### src/rtl/exc_ctrl.sv
// Exception control stage for the single-cycle MIPS datapath: squashes faulting
// instructions, records EPC/Cause and redirects the PC. Optional EXC_EXT_INT_EN adds ext_int.
module exc_ctrl #(
    parameter int              PC_W        = 32,
    parameter logic [PC_W-1:0] VECTOR_ADDR = PC_W'(32'h0000_0180)
) (
    input  logic            clk,
    input  logic            rst,
    input  logic            cpu_int,
    input  logic            int_cause,
    input  logic [PC_W-1:0] pc,
    input  logic            eret,
`ifdef EXC_EXT_INT_EN
    input  logic            ext_int,
`endif
    output logic            flush,
    output logic            pc_redirect,
    output logic [PC_W-1:0] pc_target,
    output logic [PC_W-1:0] epc,
    output logic [4:0]      cause,
    output logic            in_handler,
    output logic            double_fault
);

    typedef enum logic [1:0] {
        ST_RUN     = 2'd0,
        ST_TAKE    = 2'd1,
        ST_HANDLER = 2'd2,
        ST_RETURN  = 2'd3
    } state_t;

    localparam logic [4:0] CAUSE_OV  = 5'd12;
    localparam logic [4:0] CAUSE_RI  = 5'd10;
    localparam logic [4:0] CAUSE_INT = 5'd0;

    state_t          state_q, state_d;
    logic [PC_W-1:0] epc_q, epc_d;
    logic [4:0]      cause_q, cause_d;
    logic            dfault_q, dfault_d;
    logic            in_handler_q, in_handler_d;
    logic            redirect_q, redirect_d;
    logic [PC_W-1:0] target_q, target_d;
    logic            flush_s;
    logic            ext_req_s;

`ifdef EXC_EXT_INT_EN
    logic ext_meta_q, ext_sync_q;

    // Two-flop synchronizer for the asynchronous interrupt level.
    always_ff @(posedge clk) begin
        if (rst) begin
            ext_meta_q <= 1'b0;
            ext_sync_q <= 1'b0;
        end else begin
            ext_meta_q <= ext_int;
            ext_sync_q <= ext_meta_q;
        end
    end

    assign ext_req_s = ext_sync_q;
`else
    assign ext_req_s = 1'b0;
`endif

    // Next-state, architectural record updates and squash decision.
    always_comb begin
        state_d  = state_q;
        epc_d    = epc_q;
        cause_d  = cause_q;
        dfault_d = dfault_q;
        flush_s  = 1'b0;
        case (state_q)
            ST_RUN: begin
                if (cpu_int) begin
                    flush_s = 1'b1;
                    epc_d   = pc;
                    cause_d = int_cause ? CAUSE_OV : CAUSE_RI;
                    state_d = ST_TAKE;
                end else if (ext_req_s) begin
                    flush_s = 1'b1;
                    epc_d   = pc;
                    cause_d = CAUSE_INT;
                    state_d = ST_TAKE;
                end else begin
                    state_d = ST_RUN;
                end
            end
            ST_TAKE: begin
                flush_s = 1'b1;
                state_d = ST_HANDLER;
            end
            ST_HANDLER: begin
                if (cpu_int) begin
                    flush_s  = 1'b1;
                    dfault_d = 1'b1;
                end else begin
                    flush_s = 1'b0;
                end
                if (eret) begin
                    state_d = ST_RETURN;
                end else begin
                    state_d = ST_HANDLER;
                end
            end
            ST_RETURN: begin
                state_d = ST_RUN;
            end
            default: begin
                state_d = ST_RUN;
            end
        endcase

        // Redirect/EXL outputs are registered from the state being entered.
        redirect_d   = (state_d == ST_TAKE) || (state_d == ST_RETURN);
        in_handler_d = (state_d == ST_TAKE) || (state_d == ST_HANDLER);
        case (state_d)
            ST_TAKE:   target_d = VECTOR_ADDR;
            ST_RETURN: target_d = epc_d + PC_W'(4);
            default:   target_d = '0;
        endcase
    end

    // State and registered output update.
    always_ff @(posedge clk) begin
        if (rst) begin
            state_q      <= ST_RUN;
            epc_q        <= '0;
            cause_q      <= 5'd0;
            dfault_q     <= 1'b0;
            in_handler_q <= 1'b0;
            redirect_q   <= 1'b0;
            target_q     <= '0;
        end else begin
            state_q      <= state_d;
            epc_q        <= epc_d;
            cause_q      <= cause_d;
            dfault_q     <= dfault_d;
            in_handler_q <= in_handler_d;
            redirect_q   <= redirect_d;
            target_q     <= target_d;
        end
    end

    assign flush        = flush_s & ~rst;
    assign pc_redirect  = redirect_q;
    assign pc_target    = target_q;
    assign epc          = epc_q;
    assign cause        = cause_q;
    assign in_handler   = in_handler_q;
    assign double_fault = dfault_q;

endmodule

### config.mk
export PLATFORM = sky130hd
export DESIGN_NAME = exc_ctrl
export DESIGN_NICKNAME = d
export VERILOG_FILES = /design/src/rtl/exc_ctrl.sv
export SDC_FILE = /design/constraint.sdc
export NUM_CORES = 1
export LEC_CHECK = 0
export CORE_MARGIN = 5
export CORE_UTILIZATION = 49
export DETAILED_ROUTE_END_ITERATION = 8
export PLACE_DENSITY = 0.95
export SETUP_SLACK_MARGIN = 0.5
export SYNTH_ARGS = -nofsm -noshare
export SYNTH_HDL_FRONTEND = slang
export SYNTH_SLANG_ARGS = --single-unit
### constraint.sdc
create_clock -name clk -period 9.3 [get_ports clk]
set_clock_uncertainty 0.15 [all_clocks]
set_input_delay 1.395 -clock clk [delete_from_list [all_inputs] [get_ports clk]]
set_output_delay 1.395 -clock clk [all_outputs]
set_load 0.1 [all_outputs]
==> results.ini, run 1 <==
[worst_hold_path]
hold_class = flip-flop to flip-flop
hold_depth = 2

[timing]
rsz0062_at_grt = no
tightest_slew_ns = 1.16
finalSetupViolations = 0
finalCriticalPeriod_ns = 5.05
finalHoldViolations = 0
post-route-period-util_pct = 54.3
final.setup.tns_ns = 0
clock.fmax_mhz = 198
slew_viol_final = 0
slew_headroom_pct = 22.7

[synthesis]
ys_ff_latch = 71
synth_edf_count = 0
ys.warnings.count = 0
syn-cell-area_um2 = 3190
synth-main-ff-cell = dfxtp_1
avgSynthCellArea_um2 = 8.67
synth_async_sr_flop_share_pct = 0
syn_inst = 368
synthDistinctLibCells = 44
ys_seq_area_share_pct = 44.5

[setup_path]
crit_path_end_kind = output port
slowest_stage = clkdlybuf4s50_1
crit_type = primary input to output port
crit_fanout = 21
start_kind = primary input
path_cells = clkdlybuf4s50_1 > buf_4 > mux2i_1 > nor2_1 > clkdlybuf4s50_1
reg2reg_depth = 10
cpMostUsedCell = clkdlybuf4s50_1
cp_top_family = buffers and inverters
worstSetupPathDepth = 5
cp_num_buf_inv = 3
cp.arrival_ns = 3.51
max_stage_delay_ns = 1.14
required_ns = 7.76

[floorplan]
die-area_um2 = 8220
core-area_um2 = 6350
fp.dieW_um = 90.7
rows = 29
start_util_pct = 50.2
fp.dieH_um = 90.7
io_pins = 110

[route]
vias = 3140
wl_met2_um = 4710
drt-initial-drc-count = 241
drc = 0
top_layer_used = met4
wl_per_cell_um = 17.0
drt_first_pass_iters = 5
ant_nets = 0
wirelength_met1_um = 3520
vias_per_cell = 5.71
routed_wl_um = 9330
wl_met3_um = 743

[job]
cap_violations = 0

[placed_design]
globalplace.congestion = 0.895
post-dp-hpwl_um = 6700
io_buffers = 107

[grt]
grt_pass1_vias = 3188
overflow = 0
grt_max_degree = 58
antenna_found_initial = 0
gr-usage-all-layers_pct = 22.3
grt_pass1_wl_um = 15000

[final_layout]
n_antenna_cell = 0
nets = 511
syn_to_final_growth_pct = 40.4
drive_gt1_share_pct = 5.92
fillerInstances = 457

[clocking]
max-clock-path-buffers = 2
clock_latency_ns = 0.34
numCtsBuffers = 9
path_clk_slew_ns = 0.07
postCtsHoldBufs = 0
cts_tree = built
cts_resized = 0
htreeDepth = 3
cts_setup_buffers = 0
cts_root_buf = clkbuf_8
cts_sinks = 71

[power]
ir_drop_uv = 141
seqPwrFrac_pct = 39.1
power.density_nw_per_um2 = 190
p_comb_share_pct = 30.8
p_clk_share_pct = 30.1
power.switching_mw = 0.313
cellLeakagePower_nw = 1.68
p_int_mw = 0.537
swShare_pct = 36.8
power_mw = 0.851

[status]
status = finished, final reports clean

final cells by class:
class / instances / area (um^2) / area share (%)
Clock buffer: 13 / 169 / 3.77
Timing Repair Buffer: 109 / 1090 / 24.2
Clock inverter: 3 / 40.0 / 0.894
Tap cell: 77 / 96.3 / 2.15
Sequential cell: 71 / 1420 / 31.7
Inverter: 4 / 15.0 / 0.335
Multi-Input combinational cell: 273 / 1650 / 36.9
sequential cells by signal (all words and copies together) (netlist names):
register	cells
in_handler	1
state_q	2
epc	32
pc_target	32
cause	3
double_fault	1
per-layer routing:
| metal | GRT usage [%] | vias up |
|---|---|---|
| met4 | 11.3 | 0 |
| li1 | - | 1470 |
| met1 | 24.8 | 1437 |
| met3 | 5.42 | 37 |
| met2 | 39.0 | 196 |
| met5 | 0 | - |
power by group through the flow:
stage,Sequential (mW),Clock [mW],Combinational (mW)
3_5_place_dp,0.339,0,0.260
3_3_place_gp,0.338,0,0.255
4_1_cts,0.332,0.258,0.262
6_report,0.332,0.256,0.262
5_1_grt,0.334,0.272,0.274
2_1_floorplan,0.448,0,0.0849
cell usage in the layout (no fill, tap or decap), types with 2 or more instances in the layout:
master             n
a31oi_1            2
nand4_1           21
nand3_1            8
o31a_1             2
ha_1               6
mux2i_1           25
a21oi_1            8
o21ai_0            8
nor3b_1            4
nor2_1            51
a211oi_1           2
buf_4              2
xnor2_1            5
dfxtp_1           71
and3_1             6
o21a_1             3
nor4_1             4
o21ai_2            3
conb_1             2
mux2_2             3
clkinv_2           2
clkbuf_8          12
and2_1             9
clkdlybuf4s50_1  107
inv_1              4
nor3_1            14
o21ai_1           11
xor2_1            11
nand2_1           51
synth_stat cells, types with 4 or more instances:
library cell | number | area, um^2
o21ai_0 | 8 | 40.0
ha_1 | 6 | 75.1
and2_1 | 9 | 56.3
and3_1 | 6 | 37.5
nand4_1 | 21 | 131
inv_1 | 4 | 15.0
nor4_1 | 4 | 25.0
nand2_1 | 51 | 191
clkbuf_1 | 9 | 33.8
nor3_1 | 14 | 70.1
o21ai_1 | 11 | 55.1
xnor2_1 | 5 | 43.8
xor2_1 | 11 | 96.3
nand3_1 | 8 | 40.0
nor3b_1 | 4 | 30.0
mux2i_1 | 25 | 250
nor2_1 | 51 | 191
a21oi_1 | 8 | 40.0
dfxtp_1 | 71 | 1420
buf_2 | 7 | 35.0
worst reg2reg max path: stages, from the launching register on:
cell	delay, ns
dfxtp_1	0.32
inv_1	0.14
ha_1	0.67
and2_4	0.81
nand2_1	0.14
nand2_1	0.13
ha_1	0.25
nand2_1	0.20
or4_1	0.66
nor4_1	0.34
nor3_1	0.08
metrics by stage:
step	cells	worst slack [ns]	instance area, um^2	hold WS [ns]	util [%]
3_5_place_dp	534	4.27	4270	0.303	67.3
3_3_place_gp	534	4.31	4270	0.297	67.3
2_1_floorplan	369	4.55	3190	0.467	-
6_report	550	4.25	4480	0.308	70.5
4_1_cts	550	4.26	4480	0.313	70.5
5_1_grt	550	4.16	4480	0.343	70.5
kinds of logic after synthesis:
group,after synthesis,share of synthesized area [%]
AOI/OAI and AO/OA,43,8.47
xor gates and xnor gates,16,4.39
adders and majority gates,6,2.35
buffers and inverters,25,3.80
DFF,71,44.5
muxes,29,9.37
other,1,0.118
and+or+nand+nor,177,26.9
worst paths after layout:
path,from,endpoint,slack (ns)
setup / recovery,cpu_int,flush,4.25
hold reg to reg,cause[2],cause[2],0.31
setup reg to reg,state_q[0],pc_target[28],5.26
hold / removal,cause[2],cause[2],0.31
Note: power is estimated with default switching activity, not from simulation.
==> run 2: changes to the inputs <==
CORE_UTILIZATION = 41   (was 49)
PLACE_DENSITY = 0.86   (was 0.95)
clock period = 4.1 ns   (was 9.3 ns; I/O delays follow)
==> results.ini, run 2 (same netlist as run 1, synthesis figures left out) <==
[route]
routed_wl_um = 9450  ; was 9330 um
drt-initial-drc-count = 215  ; was 241
ant_nets = 0  ; unchanged
drc = 0  ; unchanged
wl_per_cell_um = 16.3  ; was 17.0 um
drt_first_pass_iters = 5  ; unchanged
vias = 3096  ; was 3140
vias_per_cell = 5.35  ; was 5.71

[clocking]
cts_sinks = 71  ; unchanged
clock_latency_ns = 0.35  ; was 0.34 ns
htreeDepth = 3  ; unchanged
max-clock-path-buffers = 2  ; unchanged
numCtsBuffers = 9  ; unchanged
cts_root_buf = clkbuf_8  ; unchanged
cts_setup_buffers = 0  ; unchanged
cts_resized = 0  ; unchanged
postCtsHoldBufs = 0  ; unchanged
path_clk_slew_ns = 0.07  ; about the same
cts_tree = built  ; unchanged

[power]
ir_drop_uv = 197  ; was 141 uV
power_mw = 1.94  ; was 0.851 mW
power.density_nw_per_um2 = 427  ; was 190 nW/um^2
cellLeakagePower_nw = 1.70  ; was 1.68 nW

[timing]
clock.fmax_mhz = 312
slew_headroom_pct = 32.0  ; was 22.7%
rsz0062_at_grt = no  ; unchanged
layout_setup_ws_ns = 0.891  ; was 4.25 ns
finalHoldViolations = 0  ; unchanged
tightest_slew_ns = 1.02  ; was 1.16 ns
post-route-period-util_pct = 78.3
finalSetupViolations = 0  ; unchanged
slew_viol_final = 0  ; unchanged
final.setup.tns_ns = 0  ; unchanged
finalCriticalPeriod_ns = 3.21
whs_ns = 0.318  ; was 0.308 ns

[status]
status = finished, final reports clean  ; unchanged

[final_layout]
multi_input_comb_area_um2 = 1650  ; unchanged
stdcell_count = 579  ; was 550
nets = 515  ; was 511
n_antenna_cell = 0  ; unchanged
stdcell_area_um2 = 4540  ; was 4480 um^2
layout_commonest_cell = clkdlybuf4s50_1  ; unchanged
final_cell_mix = clkdlybuf4s50_1, dfxtp_1, nand2_1, nor2_1, mux2i_1  ; unchanged
fillerInstances = 662  ; was 457
register_area_um2 = 1430  ; was 1420 um^2
utilization_pct = 59.4  ; was 70.5%
drive_gt1_share_pct = 7.34  ; was 5.92%
syn_to_final_growth_pct = 42.4  ; was 40.4%

[floorplan]
fp.dieH_um = 98.2  ; was 90.7 um
die-area_um2 = 9650  ; was 8220 um^2
fp.dieW_um = 98.2  ; was 90.7 um
start_util_pct = 41.7  ; was 50.2%
core-area_um2 = 7650  ; was 6350 um^2
io_pins = 110  ; unchanged
rows = 32  ; was 29

[setup_path]
rrSetupSlack_ns = 0.89  ; was 5.26 ns
cp.arrival_ns = 3.28  ; was 3.51 ns
crit_type = flip-flop to flip-flop  ; was primary input to output port
required_ns = 4.17  ; was 7.76 ns
reg2reg_depth = 11  ; was 10
crit_fanout = 17  ; was 21
crit_path_end_kind = flip-flop  ; was output port
start_kind = flip-flop  ; was primary input

[grt]
grt_pass1_vias = 3169  ; was 3188
antenna_found_initial = 0  ; unchanged
grt_max_degree = 35  ; was 58
gr-usage-all-layers_pct = 19.8  ; was 22.3%
overflow = 0  ; unchanged
grt_pass1_wl_um = 15400  ; was 15000 um

[job]
cap_violations = 0  ; unchanged

[placed_design]
io_buffers = 107  ; unchanged
place_ws_ns = 0.659  ; was 4.27 ns
dp.cells = 563  ; was 534
post-dp-hpwl_um = 6990  ; was 6700 um
place_area_um2 = 4330  ; was 4270 um^2
globalplace.congestion = 0.900  ; was 0.895

[worst_hold_path]
hold_depth = 2  ; unchanged
hold_class = flip-flop to flip-flop  ; unchanged

-- run 2: changes by cell type in the layout (fill, tap and decap cells not counted), sizes merged --
cell,change
clkdlybuf4s50,-1
buf,+5
-- run 2: path summary, 6_finish.rpt --
path / start / endpoint
max: state_q[0] / pc_target[28]
min: cause[2] / cause[2]
max reg2reg: state_q[0] / pc_target[28]
min reg2reg: cause[2] / cause[2]
-- run 2: per-layer routing --
metal	vias up	wire length, um	global-route usage (%)
met5	-	0	0
met4	0	218	9.66
met3	21	747	5.43
met1	1444	3750	22.7
li1	1479	-	-
met2	152	4740	34.1
-- run 2: power breakdown --
group | internal, mW | leakage [nW] | total [mW] | switching, mW
registers | 0.726 | 0.579 | 0.754 | 0.0278
logic | 0.167 | 1.01 | 0.599 | 0.433
clock network | 0.329 | 0.109 | 0.585 | 0.256
total | 1.22 | 1.70 | 1.94 | 0.716
-- run 2: worst max-delay path: stages (launching register included) --
cell	delay, ns
dfxtp_4	0.35
inv_2	0.05
ha_1	0.23
buf_4	0.22
nand2_1	0.38
nand2_1	0.14
nand2_1	0.09
ha_1	0.20
nand2_1	0.17
or4_1	0.64
nor4_1	0.35
nor3_1	0.08
-- run 2: final cells by class --
| type | instances | area share (%) |
|---|---|---|
| Tap cell | 102 | 2.81 |
| Timing Repair Buffer | 113 | 24.5 |
| Clock buffer | 13 | 3.72 |
| Sequential cell | 71 | 31.4 |
| Multi-Input combinational cell | 273 | 36.4 |
| Clock inverter | 3 | 0.882 |
| Inverter | 4 | 0.331 |
==> run 3: changes to the inputs <==
clock period = 2.8 ns   (was 4.1 ns; I/O delays follow)
==> results.ini, run 3 (same netlist as run 1, synthesis figures left out) <==
[floorplan]
die-area_um2 = 9650  ; unchanged
fp.dieH_um = 98.2  ; unchanged
rows = 32  ; unchanged
fp.dieW_um = 98.2  ; unchanged
io_pins = 110  ; unchanged
start_util_pct = 41.7  ; unchanged
core-area_um2 = 7650  ; unchanged

[clocking]
path_clk_slew_ns = 0.07  ; about the same
cts_sinks = 71  ; unchanged
numCtsBuffers = 9  ; unchanged
cts_tree = built  ; unchanged
htreeDepth = 3  ; unchanged
postCtsHoldBufs = 0  ; unchanged
cts_root_buf = clkbuf_8  ; unchanged
clock_latency_ns = 0.34  ; was 0.35 ns
max-clock-path-buffers = 2  ; unchanged

[route]
drt_first_pass_iters = 4  ; was 5
wl_per_cell_um = 16.1  ; was 16.3 um
vias = 3265  ; was 3096
routed_wl_um = 9940  ; was 9450 um
vias_per_cell = 5.27  ; was 5.35
drt-initial-drc-count = 208  ; was 215
drc = 0  ; unchanged
ant_nets = 0  ; unchanged

[job]
cap_violations = 0  ; unchanged

[grt]
grt_pass1_vias = 3260  ; was 3169
gr-usage-all-layers_pct = 20.2  ; was 19.8%
antenna_found_initial = 0  ; unchanged
overflow = 0  ; unchanged
grt_pass1_wl_um = 15800  ; was 15400 um
grt_max_degree = 34  ; was 35

[final_layout]
nets = 555  ; was 515
utilization_pct = 64.1  ; was 59.4%
fillerInstances = 592  ; was 662
n_antenna_cell = 0  ; unchanged
stdcell_area_um2 = 4900  ; was 4540 um^2
syn_to_final_growth_pct = 53.5  ; was 42.4%
layout_commonest_cell = buf_4  ; was clkdlybuf4s50_1
stdcell_count = 619  ; was 579
final_cell_mix = buf_4, dfxtp_1, nor2_1, nand2_1, clkdlybuf4s50_1  ; was clkdlybuf4s50_1, dfxtp_1, nand2_1, nor2_1, mux2i_1
drive_gt1_share_pct = 34.2  ; was 7.34%

[setup_path]
crit_path_end_kind = flip-flop  ; unchanged
crit_fanout = 8  ; was 17
crit_type = flip-flop to flip-flop  ; unchanged
cp.arrival_ns = 2.57  ; was 3.28 ns
required_ns = 2.92  ; was 4.17 ns
start_kind = flip-flop  ; unchanged

[timing]
finalCriticalPeriod_ns = 2.45  ; was 3.21 ns
finalHoldViolations = 0  ; unchanged
rsz0062_at_grt = yes  ; was no
slew_viol_final = 0  ; unchanged
clock.fmax_mhz = 407  ; was 312 MHz
post-route-period-util_pct = 87.7  ; was 78.3%
finalSetupViolations = 0  ; unchanged
final.setup.tns_ns = 0  ; unchanged

[status]
status = finished, final reports clean  ; unchanged

[placed_design]
dp.cells = 590  ; was 563
globalplace.congestion = 0.871  ; was 0.900
io_buffers = 107  ; unchanged
place_area_um2 = 4490  ; was 4330 um^2
post-dp-hpwl_um = 7240  ; was 6990 um

[power]
cellLeakagePower_nw = 2.09  ; was 1.70 nW
power.density_nw_per_um2 = 570  ; was 427 nW/um^2
ir_drop_uv = 363  ; was 197 uV

[worst_hold_path]
hold_class = flip-flop to flip-flop  ; unchanged

run 3: cell types whose count changed in the layout (fill, tap and decap cells not counted), moves of 5 or more:
cell             previous run  this run
nor3_2                      0         5
nand2_2                     0         6
o21ai_4                     1         6
buf_6                       0         5
nand2_1                    51        42
buf_4                       7       108
clkdlybuf4s50_1           106        35
nor3_1                     14         8
run 3: final cells by class:
class	instances	area (um^2)	area share, %
Inverter	4	17.5	0.358
Sequential cell	71	1430	29.2
Clock buffer	15	156	3.19
Timing Repair Buffer	151	1270	25.8
Multi-Input combinational cell	275	1900	38.7
Tap cell	102	128	2.61
Clock inverter	1	5.00	0.102
run 3: what timing repair did:
action | in CTS | in global routing
buffers inserted | 9 | 2
resized for setup | 27 | 11
cloned | 2 | 0
pin swaps | 12 | 8
setup endpoints to repair | 19 | 17
run 3: where the power goes:
part	total [mW]	internal, mW	switching, mW
Clock	0.703	0.347	0.356
Combinational	0.981	0.304	0.676
Sequential	1.11	1.06	0.0429
run 3: critical path, cell delays in order (launching register included):
cell     delay (ns)
dfxtp_4        0.36
inv_4          0.04
ha_4           0.17
buf_6          0.13
and2_4         0.21
o21ai_4        0.19
nand4_4        0.11
or4_4          0.61
o31a_1         0.28
nor3_2         0.12
run 3: metal layers:
layer | vias to the layer above | track usage [%] | part of all wire [%]
met5 | - | 0 | 0
met1 | 1541 | 24.7 | 42
met2 | 134 | 33.2 | 48
li1 | 1567 | - | -
met4 | 0 | 7.56 | 2.1
met3 | 23 | 6.71 | 7.8
run 3: path summary, 6_finish.rpt:
kind | start | endpoint | slack [ns] | depth (start not counted)
worst max register to register | state_q[0] | pc_target[30] | 0.35 | 9
worst max-delay path | state_q[0] | pc_target[30] | 0.35 | 9
worst min-delay path | cause[2] | cause[2] | 0.31 | 2
worst min register to register | cause[2] | cause[2] | 0.31 | 2
run 3: per-stage QoR:
step	setup WS (ns)	power (mW)	hold WS, ns
after floorplan	-0.303	1.80	0.399
after global placement	-0.0644	2.03	0.301
after detailed placement	-0.0604	2.04	0.304
after CTS	0.413	2.79	0.314
after global routing	0.247	2.91	0.333
final	0.345	2.79	0.314
==> RTL edit (flow settings as in run 2) <==
Put one more register stage on the output `double_fault`, without a reset. The value now appears one clock later. The other outputs are not delayed to match.
--- a/src/rtl/exc_ctrl.sv
+++ b/src/rtl/exc_ctrl.sv
@@ -147,7 +147,9 @@
     assign epc          = epc_q;
     assign cause        = cause_q;
     assign in_handler   = in_handler_q;
-    assign double_fault = dfault_q;
+    always_ff @(posedge clk) begin
+        double_fault <= dfault_q;
+    end
 
 endmodule
 
Check against the original RTL: not equivalent (Yosys sat finds a counterexample within 4 cycles, from zero or initial values and one cycle with rst high).
==> RTL edit against run 2 <==
- first-iteration DRC count fell by 6.5%
- clock power fell by 11%
- power fell by 2.7%
- die area up 0.56%
- count of clock-buffer cells in the layout shrank 1
- maximum frequency down 2.5%
- sequential cell count up 1
- wire length decreased by 1.1%
- worst setup slack lost 0.083 ns
- non-clock buffer count is the same
- utilization down 0.42 points
- synthesized area is 0.63% higher
- design area fell by 0.19%
- critical endpoint unchanged
- largest cell class unchanged
==> RTL edit: results (changes against run 2) <==
status:
  outcome: "complete, no violations"  # unchanged
critical_path:
  cp.arrival_ns: 3.41  # was 3.28 ns
  r2r-start: "state_q[1]$_SDFF_PP0_"  # was state_q[0]$_SDFF_PP0_
  slowest_delay_ns: 0.66  # was 0.64 ns
  slowest_stage: "or4_1"  # unchanged
  path_max_fanout: 20  # was 17
  startpoint: "cpu_int"  # was state_q[0]$_SDFF_PP0_
yosys:
  synth_area_leaders: "dfxtp_1 (45%), mux2i_1 (7.8%), nand2_1 (6.0%)"  # unchanged
  synthTopCellsByCount: "dfxtp_1 (72), nand2_1 (51), nor2_1 (51)"  # was dfxtp_1 (71), nand2_1 (51), nor2_1 (51)
  async_flop_share: 0  # unchanged
  synth.distinct_cells: 44  # unchanged
  yosysTopAreaCellShare: 0.4489  # was 0.4455
  yosys_warnings: 0  # unchanged
  ys_seq_area_frac: 0.4489  # was 0.4455
final_layout:
  diodes: 0  # unchanged
  final_common_cell: "clkdlybuf4s50_1"  # unchanged
  drive_above_1_share: 0.06904  # was 0.07338
  final_nets: 516  # was 515
global_route:
  track_usage: 0.1902  # was 0.1984
  antenna_found_initial: 0  # unchanged
  grt_pass1_vias: 3123  # was 3169
  grt_start_max_net_pins: 36  # was 35
  grt_pass1_wl_um: 14950  # was 15390 µm
drt:
  wl_um: 9345  # was 9447 µm
  drtIter0Drc: 201  # was 215
  drtPass1Iterations: 5  # unchanged
  drt-vias-per-instance: 5.369  # was 5.347
hold_path:
  min_path_type: "reg2reg"  # unchanged
  hp-start: "dfault_q$_SDFFE_PP0P_"  # was cause[2]$_SDFFE_PP0P_
power_and_ir_drop:
  total_leakage_power_nw: 1.693  # was 1.700 nW
  peakVddDrop_mv: 0.2038  # was 0.1965 mV
  powerDensity_mw_per_mm2: 415.9  # was 426.7 mW/mm²
placed_design:
  io_buffers: 107  # unchanged
  gp_congestion: 0.8716  # was 0.8998
  dp_hpwl_um: 7099  # was 6992 µm
sta:
  worstMarginPinSlew_ns: 1.004  # was 1.017 ns
clock_network:
  clkTransAtPathRegs_ns: 0.07  # about the same
  htreeDepth: 3  # unchanged
  clk_latency_ns: 0.35  # about the same
  cts_inserted_buffers: 9  # unchanged
  cts_resized: 0  # unchanged
  postCtsSetupBuffers: 0  # unchanged
  cts_root_buf: "clkbuf_8"  # unchanged
  cts_buffer_depth: 2  # unchanged
RTL edit: cells by family (layout without fill, tap and decap cells):
family | Yosys count | in the layout | share of synthesized area
buf+inv | 25 | 133 | 0.03780
simple gates | 177 | 177 | 0.2677
compound gates | 43 | 43 | 0.08418
other cells | 1 | 2 | 0.001168
xor+xnor | 16 | 16 | 0.04365
flops | 72 | 72 | 0.4489
fa+ha+maj | 6 | 6 | 0.02338
mux | 29 | 29 | 0.09314
RTL edit: final timing paths:
check,slack (ns),to,cells past startpoint
worst min-delay path,0.22,double_fault$_DFF_P_,0
worst max-delay path,0.81,pc_target[28]$_SDFF_PP0_,10
worst min register to register,0.22,double_fault$_DFF_P_,0
worst max register to register,0.94,pc_target[28]$_SDFF_PP0_,11
RTL edit: worst max-delay path, delay by kind of cell:
kind | cells | cell delay (ns)
AND/OR/NAND/NOR | 6 | 1.54
buffers and inverters | 2 | 0.68
AO/OA/AOI/OAI | 1 | 0.34
adder cells (fa/ha/maj) | 1 | 0.23
RTL edit: power breakdown:
| group | total [W] | switching (W) | internal (W) | leakage (nW) |
|---|---|---|---|---|
| logic | 0.000598 | 0.000431 | 0.000167 | 1.01 |
| clock network | 0.000522 | 0.000243 | 0.000279 | 0.0941 |
| registers | 0.000765 | 0.0000290 | 0.000736 | 0.588 |
RTL edit: through the flow:
step | area, µm² | instances | power, W | setup slack (ns) | hold slack (ns)
floorplan | 3226 | 370 | 0.001221 | 0.5406 | 0.1815
global placement | 4353 | 564 | 0.001365 | 0.7256 | 0.2033
detailed placement | 4353 | 564 | 0.001375 | 0.5182 | 0.2145
CTS | 4533 | 580 | 0.001891 | 0.8727 | 0.2274
global route | 4533 | 580 | 0.001964 | 0.6962 | 0.2325
finish | 4533 | 580 | 0.001885 | 0.8081 | 0.2248
RTL edit: layout make-up:
class,count,area (µm²)
clock buffer,12,135.1
clock inverter,4,45.04
multi-input combinational,273,1652
inverter,4,15.01
fill,697,3154
tap,102,127.6
sequential,72,1445
timing repair buffer,113,1114
RTL edit: routing by layer:
layer	up-vias	global-route usage	part of all wire
met5	-	0	0
met3	24	0.06369	0.096
met4	0	0.06408	0.022
met2	177	0.3339	0.49
met1	1430	0.2166	0.39
li1	1483	-	-
